--- config.mk ---
export PLATFORM = sky130hd
export DESIGN_NAME = hazard_unit_mc_flat
export DESIGN_NICKNAME = d
export VERILOG_FILES = /design/src/rtl/hazard_unit_mc_pkg.sv /design/src/rtl/hazard_unit_mc_if.sv /design/src/rtl/hazard_unit_mc_lat_counter.sv /design/src/rtl/hazard_unit_mc.sv /design/src/flat_wrapper.sv
export SDC_FILE = /design/constraint.sdc
export NUM_CORES = 1
export LEC_CHECK = 0
export CAP_MARGIN = 20
export CORE_AREA = 2 2 39 41
export CTS_CLUSTER_SIZE = 30
export DETAILED_ROUTE_END_ITERATION = 10
export DIE_AREA = 0 0 41 43
export DONT_BUFFER_PORTS = 1
export PLACE_DENSITY = 0.69
export REMOVE_ABC_BUFFERS = 1
export SLEW_MARGIN = 5
export SYNTH_ARGS = -nofsm -noshare
export SYNTH_HDL_FRONTEND = slang
export SYNTH_SLANG_ARGS = --single-unit
export TNS_END_PERCENT = 10
--- constraint.sdc ---
create_clock -name clk -period 1.8 [get_ports clk]
set_clock_uncertainty 0.1 [all_clocks]
set_input_delay 0.18 -clock clk [delete_from_list [all_inputs] [get_ports clk]]
set_output_delay 0.18 -clock clk [all_outputs]
set_load 0.005 [all_outputs]
--- src/rtl/hazard_unit_mc_pkg.sv ---
// Shared opcode/funct constants, the load-stall FSM state type and small
// instruction-class decode helpers for the multi-cycle hazard unit.
// Exports: package hazard_pkg (no ports).
package hazard_pkg;

    localparam logic [5:0] OpSpecial = 6'h00;
    localparam logic [5:0] OpJ       = 6'h02;
    localparam logic [5:0] OpJal     = 6'h03;

    localparam logic [5:0] FnJr      = 6'h08;
    localparam logic [5:0] FnJalr    = 6'h09;
    localparam logic [5:0] FnMfhi    = 6'h10;
    localparam logic [5:0] FnMflo    = 6'h12;
    localparam logic [5:0] FnMult    = 6'h18;
    localparam logic [5:0] FnMultu   = 6'h19;
    localparam logic [5:0] FnDiv     = 6'h1A;
    localparam logic [5:0] FnDivu    = 6'h1B;

    typedef enum logic [0:0] {
        StIdle,
        StLstall
    } load_st_e;

    // Unconditional control transfer decoded in ID.
    function automatic logic is_jump(logic [5:0] op, logic [5:0] fn);
        return (op == OpJ) || (op == OpJal) ||
               ((op == OpSpecial) && ((fn == FnJr) || (fn == FnJalr)));
    endfunction

    // Instructions that touch HI/LO and must wait for the MDU to finish.
    function automatic logic uses_hilo(logic [5:0] op, logic [5:0] fn);
        return (op == OpSpecial) &&
               ((fn == FnMfhi) || (fn == FnMflo) || (fn == FnMult) ||
                (fn == FnMultu) || (fn == FnDiv) || (fn == FnDivu));
    endfunction

endpackage

--- src/rtl/hazard_unit_mc_if.sv ---
// Bundle of ID/EX hazard inputs and pipeline control outputs.
// master: pipeline side (drives instruction fields, receives controls).
// slave:  hazard unit (receives fields, drives pc/if-id enables, flushes,
//         mdu_busy and, with HAZARD_PERF_EN defined, the perf counters).
interface hazard_unit_mc_if #(
    parameter int unsigned REG_AW = 5
);

    logic [REG_AW-1:0] id_rs;
    logic [REG_AW-1:0] id_rt;
    logic [5:0]        id_opcode;
    logic [5:0]        id_funct;
    logic [REG_AW-1:0] ex_rt;
    logic              ex_mem_rd;
    logic              ex_branch_taken;
    logic              ex_mdu_start;

    logic              pc_wr_en;
    logic              if_id_wr_en;
    logic              if_id_flush;
    logic              id_ex_flush;
    logic              mdu_busy;

`ifdef HAZARD_PERF_EN
    logic [31:0]       perf_stall_cycles;
    logic [31:0]       perf_flushes;

    modport master (
        output id_rs, id_rt, id_opcode, id_funct, ex_rt, ex_mem_rd,
               ex_branch_taken, ex_mdu_start,
        input  pc_wr_en, if_id_wr_en, if_id_flush, id_ex_flush, mdu_busy,
               perf_stall_cycles, perf_flushes
    );

    modport slave (
        input  id_rs, id_rt, id_opcode, id_funct, ex_rt, ex_mem_rd,
               ex_branch_taken, ex_mdu_start,
        output pc_wr_en, if_id_wr_en, if_id_flush, id_ex_flush, mdu_busy,
               perf_stall_cycles, perf_flushes
    );
`else
    modport master (
        output id_rs, id_rt, id_opcode, id_funct, ex_rt, ex_mem_rd,
               ex_branch_taken, ex_mdu_start,
        input  pc_wr_en, if_id_wr_en, if_id_flush, id_ex_flush, mdu_busy
    );

    modport slave (
        input  id_rs, id_rt, id_opcode, id_funct, ex_rt, ex_mem_rd,
               ex_branch_taken, ex_mdu_start,
        output pc_wr_en, if_id_wr_en, if_id_flush, id_ex_flush, mdu_busy
    );
`endif

endinterface

--- src/rtl/hazard_unit_mc_lat_counter.sv ---
// hazard_lat_counter: loadable down-counter that saturates at zero.
// Ports: clk_i, reset_i (sync, active-high), clear_i (sync clear),
//        load_i/load_val_i (load, beats decrement), dec_i (count down),
//        cnt_o (current value), nonzero_o (cnt_o != 0).
module hazard_lat_counter #(
    parameter int unsigned Width = 1
) (
    input  logic             clk_i,
    input  logic             reset_i,
    input  logic             clear_i,
    input  logic             load_i,
    input  logic [Width-1:0] load_val_i,
    input  logic             dec_i,
    output logic [Width-1:0] cnt_o,
    output logic             nonzero_o
);

    logic [Width-1:0] cnt_q, cnt_d;

    always_comb begin
        cnt_d = cnt_q;
        if (clear_i) begin
            cnt_d = '0;
        end else if (load_i) begin
            cnt_d = load_val_i;
        end else if (dec_i && (cnt_q != '0)) begin
            cnt_d = cnt_q - Width'(1);
        end
    end

    always_ff @(posedge clk_i) begin
        if (reset_i) begin
            cnt_q <= '0;
        end else begin
            cnt_q <= cnt_d;
        end
    end

    assign cnt_o     = cnt_q;
    assign nonzero_o = (cnt_q != '0);

endmodule

--- src/rtl/hazard_unit_mc.sv ---
// hazard_unit_mc: multi-cycle hazard control beside the ID stage.
// Handles load-use stalls lasting LOAD_LAT cycles, HI/LO stalls while the
// multiply/divide unit is busy for MDU_LAT cycles, jump and taken-branch
// flushes. Priority: reset > branch > load stall > MDU stall > jump.
// Ports: clk, reset (synchronous, active-high), hz (hazard_unit_mc_if.slave).
// Optional: define HAZARD_PERF_EN to add saturating perf_stall_cycles and
// perf_flushes counters on the interface.
module hazard_unit_mc
    import hazard_pkg::*;
#(
    parameter int unsigned REG_AW   = 5,
    parameter int unsigned LOAD_LAT = 1,
    parameter int unsigned MDU_LAT  = 32
) (
    input logic              clk,
    input logic              reset,
    hazard_unit_mc_if.slave  hz
);

    localparam int unsigned LoadCw = $clog2(LOAD_LAT + 1);
    localparam int unsigned MduCw  = $clog2(MDU_LAT + 1);
    localparam logic [LoadCw-1:0] LoadInit = LoadCw'(LOAD_LAT - 1);
    localparam logic [MduCw-1:0]  MduInit  = MduCw'(MDU_LAT - 1);

    logic [REG_AW-1:0] rs, rt, ert;
    assign rs  = hz.id_rs;
    assign rt  = hz.id_rt;
    assign ert = hz.ex_rt;

    logic branch, load_hit, load_start, load_stall, mdu_stall, jump;
    logic [LoadCw-1:0] load_cnt;
    logic              load_nz;
    logic [MduCw-1:0]  unused_mdu_cnt;
    logic              mdu_nz, mdu_busy;
    load_st_e          state_q;

    assign branch   = hz.ex_branch_taken;
    // $zero is hard-wired, so a load into it can never create a dependency.
    assign load_hit = hz.ex_mem_rd && (ert != '0) && ((ert == rs) || (ert == rt));

    // A single-cycle latency is covered entirely by the IDLE-state stall.
    assign load_start = !branch && (state_q == StIdle) && load_hit && (LOAD_LAT > 1);
    assign load_stall = ((state_q == StLstall) && load_nz) ||
                        ((state_q == StIdle) && load_hit);

    always_ff @(posedge clk) begin
        if (reset) begin
            state_q <= StIdle;
        end else begin
            unique case (state_q)
                StIdle: begin
                    if (load_start) begin
                        state_q <= StLstall;
                    end
                end
                StLstall: begin
                    if (branch || (load_cnt == LoadCw'(1))) begin
                        state_q <= StIdle;
                    end
                end
                default: state_q <= StIdle;
            endcase
        end
    end

    hazard_lat_counter #(
        .Width (LoadCw)
    ) u_load_cnt (
        .clk_i      (clk),
        .reset_i    (reset),
        .clear_i    (branch),
        .load_i     (load_start),
        .load_val_i (LoadInit),
        .dec_i      (state_q == StLstall),
        .cnt_o      (load_cnt),
        .nonzero_o  (load_nz)
    );

    hazard_lat_counter #(
        .Width (MduCw)
    ) u_mdu_cnt (
        .clk_i      (clk),
        .reset_i    (reset),
        .clear_i    (1'b0),
        .load_i     (hz.ex_mdu_start),
        .load_val_i (MduInit),
        .dec_i      (1'b1),
        .cnt_o      (unused_mdu_cnt),
        .nonzero_o  (mdu_nz)
    );

    // The issuing cycle already counts as busy.
    assign mdu_busy  = !reset && (mdu_nz || hz.ex_mdu_start);
    assign mdu_stall = mdu_busy && uses_hilo(hz.id_opcode, hz.id_funct);
    assign jump      = is_jump(hz.id_opcode, hz.id_funct);

    logic pc_wr_en, if_id_wr_en, if_id_flush, id_ex_flush;

    always_comb begin
        pc_wr_en    = 1'b1;
        if_id_wr_en = 1'b1;
        if_id_flush = 1'b0;
        id_ex_flush = 1'b0;
        if (reset) begin
            // Pipeline free-runs during reset.
        end else if (branch) begin
            if_id_flush = 1'b1;
            id_ex_flush = 1'b1;
        end else if (load_stall || mdu_stall) begin
            pc_wr_en    = 1'b0;
            if_id_wr_en = 1'b0;
            id_ex_flush = 1'b1;
        end else if (jump) begin
            if_id_flush = 1'b1;
        end
    end

    assign hz.pc_wr_en    = pc_wr_en;
    assign hz.if_id_wr_en = if_id_wr_en;
    assign hz.if_id_flush = if_id_flush;
    assign hz.id_ex_flush = id_ex_flush;
    assign hz.mdu_busy    = mdu_busy;

`ifdef HAZARD_PERF_EN
    logic [31:0] perf_stall_q, perf_stall_d;
    logic [31:0] perf_flush_q, perf_flush_d;

    always_comb begin
        perf_stall_d = perf_stall_q;
        perf_flush_d = perf_flush_q;
        if (!pc_wr_en && (perf_stall_q != '1)) begin
            perf_stall_d = perf_stall_q + 32'd1;
        end
        if ((if_id_flush || id_ex_flush) && (perf_flush_q != '1)) begin
            perf_flush_d = perf_flush_q + 32'd1;
        end
    end

    always_ff @(posedge clk) begin
        if (reset) begin
            perf_stall_q <= '0;
            perf_flush_q <= '0;
        end else begin
            perf_stall_q <= perf_stall_d;
            perf_flush_q <= perf_flush_d;
        end
    end

    assign hz.perf_stall_cycles = perf_stall_q;
    assign hz.perf_flushes      = perf_flush_q;
`endif

endmodule

--- src/flat_wrapper.sv ---
// flat-port wrapper written by rule: the top's interface ports become plain ports
module hazard_unit_mc_flat import hazard_pkg::*;
#(
    parameter int unsigned REG_AW   = 5,
    parameter int unsigned LOAD_LAT = 1,
    parameter int unsigned MDU_LAT  = 32
)
  (clk, reset, hz_id_rs, hz_id_rt, hz_id_opcode, hz_id_funct, hz_ex_rt, hz_ex_mem_rd, hz_ex_branch_taken, hz_ex_mdu_start, hz_pc_wr_en, hz_if_id_wr_en, hz_if_id_flush, hz_id_ex_flush, hz_mdu_busy);
  hazard_unit_mc_if #(.REG_AW(REG_AW)) hz_i ();
  input logic clk;
  input logic reset;
  input wire logic [$bits(hz_i.id_rs)-1:0] hz_id_rs;
  input wire logic [$bits(hz_i.id_rt)-1:0] hz_id_rt;
  input wire logic [$bits(hz_i.id_opcode)-1:0] hz_id_opcode;
  input wire logic [$bits(hz_i.id_funct)-1:0] hz_id_funct;
  input wire logic [$bits(hz_i.ex_rt)-1:0] hz_ex_rt;
  input wire logic [$bits(hz_i.ex_mem_rd)-1:0] hz_ex_mem_rd;
  input wire logic [$bits(hz_i.ex_branch_taken)-1:0] hz_ex_branch_taken;
  input wire logic [$bits(hz_i.ex_mdu_start)-1:0] hz_ex_mdu_start;
  output wire logic [$bits(hz_i.pc_wr_en)-1:0] hz_pc_wr_en;
  output wire logic [$bits(hz_i.if_id_wr_en)-1:0] hz_if_id_wr_en;
  output wire logic [$bits(hz_i.if_id_flush)-1:0] hz_if_id_flush;
  output wire logic [$bits(hz_i.id_ex_flush)-1:0] hz_id_ex_flush;
  output wire logic [$bits(hz_i.mdu_busy)-1:0] hz_mdu_busy;
  assign hz_i.id_rs = hz_id_rs;
  assign hz_i.id_rt = hz_id_rt;
  assign hz_i.id_opcode = hz_id_opcode;
  assign hz_i.id_funct = hz_id_funct;
  assign hz_i.ex_rt = hz_ex_rt;
  assign hz_i.ex_mem_rd = hz_ex_mem_rd;
  assign hz_i.ex_branch_taken = hz_ex_branch_taken;
  assign hz_i.ex_mdu_start = hz_ex_mdu_start;
  assign hz_pc_wr_en = hz_i.pc_wr_en;
  assign hz_if_id_wr_en = hz_i.if_id_wr_en;
  assign hz_if_id_flush = hz_i.if_id_flush;
  assign hz_id_ex_flush = hz_i.id_ex_flush;
  assign hz_mdu_busy = hz_i.mdu_busy;
  hazard_unit_mc #(.REG_AW(REG_AW), .LOAD_LAT(LOAD_LAT), .MDU_LAT(MDU_LAT)) u_core (.clk(clk), .reset(reset), .hz(hz_i));
endmodule
==> impl_metrics.json <==
{
  "status": "finished with violations",
  "failed_checks": "negative setup slack",
  "post_cts_buffers": 0,
  "vias": 643,
  "syn_area_um2": 683,
  "power.leakage_uw": 0.000322,
  "io_pins": 37,
  "grt_pass1_wl_um": 2390,
  "layout.nets": 130,
  "slew_headroom": 0.723,
  "wl_met2_um": 725,
  "p_seq_frac": 0.386,
  "die_h_um": 43,
  "netlist_instances": 82,
  "cp.required_ps": 1520,
  "path_cells": "or3_4 > or4b_4 > a31o_1 > o211a_1",
  "cp_max_fo": 3,
  "grt_max_degree": 9,
  "htree_num_levels": 1,
  "yosys.area.top_type": "dfxtp_1",
  "syn_area_per_cell_um2": 8.33,
  "rsz0062_at_grt": "yes",
  "fin_crit_ps": 2150,
  "crit_slowest_cell": "or4b_4",
  "endpoint_kind": "primary output",
  "combPwrFrac": 0.339,
  "routedWlPerCell_um": 13.5,
  "path_class": "flop to primary output",
  "cpPeakStageDelay_ps": 500,
  "die-area_mm2": 0.00176,
  "cts-root-buf": "clkbuf_4",
  "dieWidth_um": 41,
  "clk_pin_slew_ps": 60,
  "routabilityCongestion": 0.735,
  "p_per_area_mw_per_mm2": 615,
  "crit_path_start_kind": "flop",
  "multi_input_area_um2": 510,
  "setup_ws_ps": -346,
  "cpLargestDelayFamily": "simple AND/OR/NAND/NOR gates",
  "antenna_found_initial": 0,
  "place_hpwl_um": 1150,
  "hold_class": "input pin to flop",
  "yosys_warnings": 0,
  "swShare": 0.279,
  "p_int_uw": 369,
  "power_frac_clock": 0.275,
  "yosysTopAreaCellShare": 0.234,
  "grt_usage": 0.197,
  "finalCritPeriodShare": 1.19,
  "final-hold-violation-count": 0,
  "grt_pass1_vias": 636,
  "synth_edf_count": 0,
  "core_mm2": 0.00138,
  "ys_async_sr_fraction": 0,
  "power_uw": 511,
  "yosys-top-cells-area": "dfxtp_1 (23%), xnor2_1 (14%), nor2_1 (3.8%), ha_1 (3.7%), nor3_1 (2.9%)",
  "drv_slew": 0,
  "ys.flop_type": "dfxtp_1",
  "fillCellCount": 134,
  "max_freq_mhz": 466,
  "clk_latency_ps": 260,
  "firstDrtPassIters": 4,
  "antenna_cells": 0,
  "regArea_um2": 161,
  "drt-initial-drc-count": 5,
  "grt_overflow": 0,
  "wl_met3_um": 105,
  "synth_cell_types": 39,
  "irDropWorstVdd_v": 0.000475,
  "yosysSeqAreaShare": 0.234,
  "worstMarginPinSlew_ps": 415,
  "port-buffer-count": 0,
  "drc": 0,
  "critical_path_buf_inv_count": 0,
  "pre_cts_ws_ps": -140,
  "cts_buffer_depth": 2,
  "wirelength_um": 1480,
  "vias_per_cell": 5.85,
  "synthToLayoutAreaGrowth_pct": 21.6,
  "cts_tree": "built",
  "setup_viol": 5,
  "p_sw_uw": 143,
  "start_util": 0.494,
  "cts_buffers": 3,
  "drv_cap": 0,
  "numClockSinks": 8,
  "synth_seq_cells": 8,
  "postRouteAntennaNets": 0,
  "final_layout_size_suffix_gt1_frac": 0.223,
  "top_layer": "met4",
  "fp-row-count": 14,
  "drt-met1-wl_um": 629,
  "cp.arrival_ps": 1870
}
-- layout by cell type, fill, tap and decap left out, types with 2 or more instances in the layout --
| cell | netlist | layout |
|---|---|---|
| nand2_1 | 5 | 5 |
| xnor2_1 | 11 | 11 |
| nor2_1 | 7 | 6 |
| a31oi_1 | 3 | 2 |
| o21ai_0 | 2 | 2 |
| nor4b_1 | 2 | 2 |
| or4_1 | 2 | 2 |
| ha_1 | 2 | 2 |
| nand3_1 | 3 | 3 |
| buf_4 | 1 | 8 |
| clkbuf_4 | 0 | 3 |
| nor3_1 | 4 | 4 |
| inv_1 | 4 | 4 |
| nand2b_1 | 2 | 2 |
| dlygate4sd3_1 | 0 | 3 |
| dfxtp_1 | 8 | 7 |
| nor2b_1 | 2 | 2 |
-- cells by family (layout without fill, tap and decap cells) --
| kind of cell | after synthesis | in the layout | synth area share |
|---|---|---|---|
| xor+xnor | 12 | 12 | 0.154 |
| compound gates | 17 | 17 | 0.187 |
| fa+ha+maj | 2 | 2 | 0.0366 |
| flops | 8 | 8 | 0.234 |
| buf+inv | 7 | 19 | 0.0549 |
| simple gates | 34 | 34 | 0.297 |
| mux | 2 | 2 | 0.0366 |
-- through the flow --
step                instances  area [um2]   util  TNS, ps  hold slack [ps]
global placement          104         748  0.541     -465              146
global route              110         831  0.600    -1540             16.3
floorplan                  79         661      -     -367              142
CTS                       110         817  0.590    -1260             9.08
finish                    110         831  0.600    -1210             6.34
detailed placement        104         748  0.541     -560              147
-- per-layer routing --
layer	vias up	global-route usage
met2	24	0.344
met3	2	0.0314
met4	0	0.100
met1	291	0.209
met5	-	0
li1	326	-
-- area by class of cell --
type                       instances  share of cell area
clock buffer                       3              0.0271
sequential                         8               0.194
multi-input combinational         67               0.614
timing repair buffer              12               0.122
tap                               16              0.0241
inverter                           4              0.0181
-- repair_timing --
item                                   CTS  global route
setup endpoints to repair                7             7
hold buffers                             3             0
endpoints found under the hold margin    8             0
resized for setup                        4             3
pin swaps                                2             2
cloned                                   0             0
-- registers in the layout, summed over array words and instances, names as in the netlist --
| register | cells |
|---|---|
| u_core.u_load_cnt.cnt_o | 1 |
| u_core.state_q | 1 |
| u_core.u_mdu_cnt.cnt_o | 6 |
-- worst paths after layout --
path / start / end / slack (ps) / cells after the start
max: u_core.u_mdu_cnt.cnt_o[2] / hz_id_ex_flush / -350 / 4
min: hz_ex_mdu_start / u_core.u_mdu_cnt.cnt_o[4] / 6 / 2
max reg2reg: u_core.u_mdu_cnt.cnt_o[2] / u_core.u_mdu_cnt.cnt_o[1] / -50 / 5
min reg2reg: u_core.u_load_cnt.cnt_o / u_core.state_q / 340 / 1
-- synthesized netlist by cell type, types with 2 or more instances --
library cell / instances
a31oi_1: 3
dfxtp_1: 8
ha_1: 2
inv_1: 4
nand2_1: 5
nand2b_1: 2
nand3_1: 3
nor2_1: 7
nor2b_1: 2
nor3_1: 4
nor4b_1: 2
o21ai_0: 2
or4_1: 2
xnor2_1: 11
-- power groups by stage --
stage	registers, uW	clock network, uW	logic (uW)
2_1_floorplan	204	0	104
3_3_place_gp	200	0	153
3_5_place_dp	200	0	157
4_1_cts	197	145	171
5_1_grt	199	156	194
6_report	197	140	173
(Power assumes the default switching activity.)
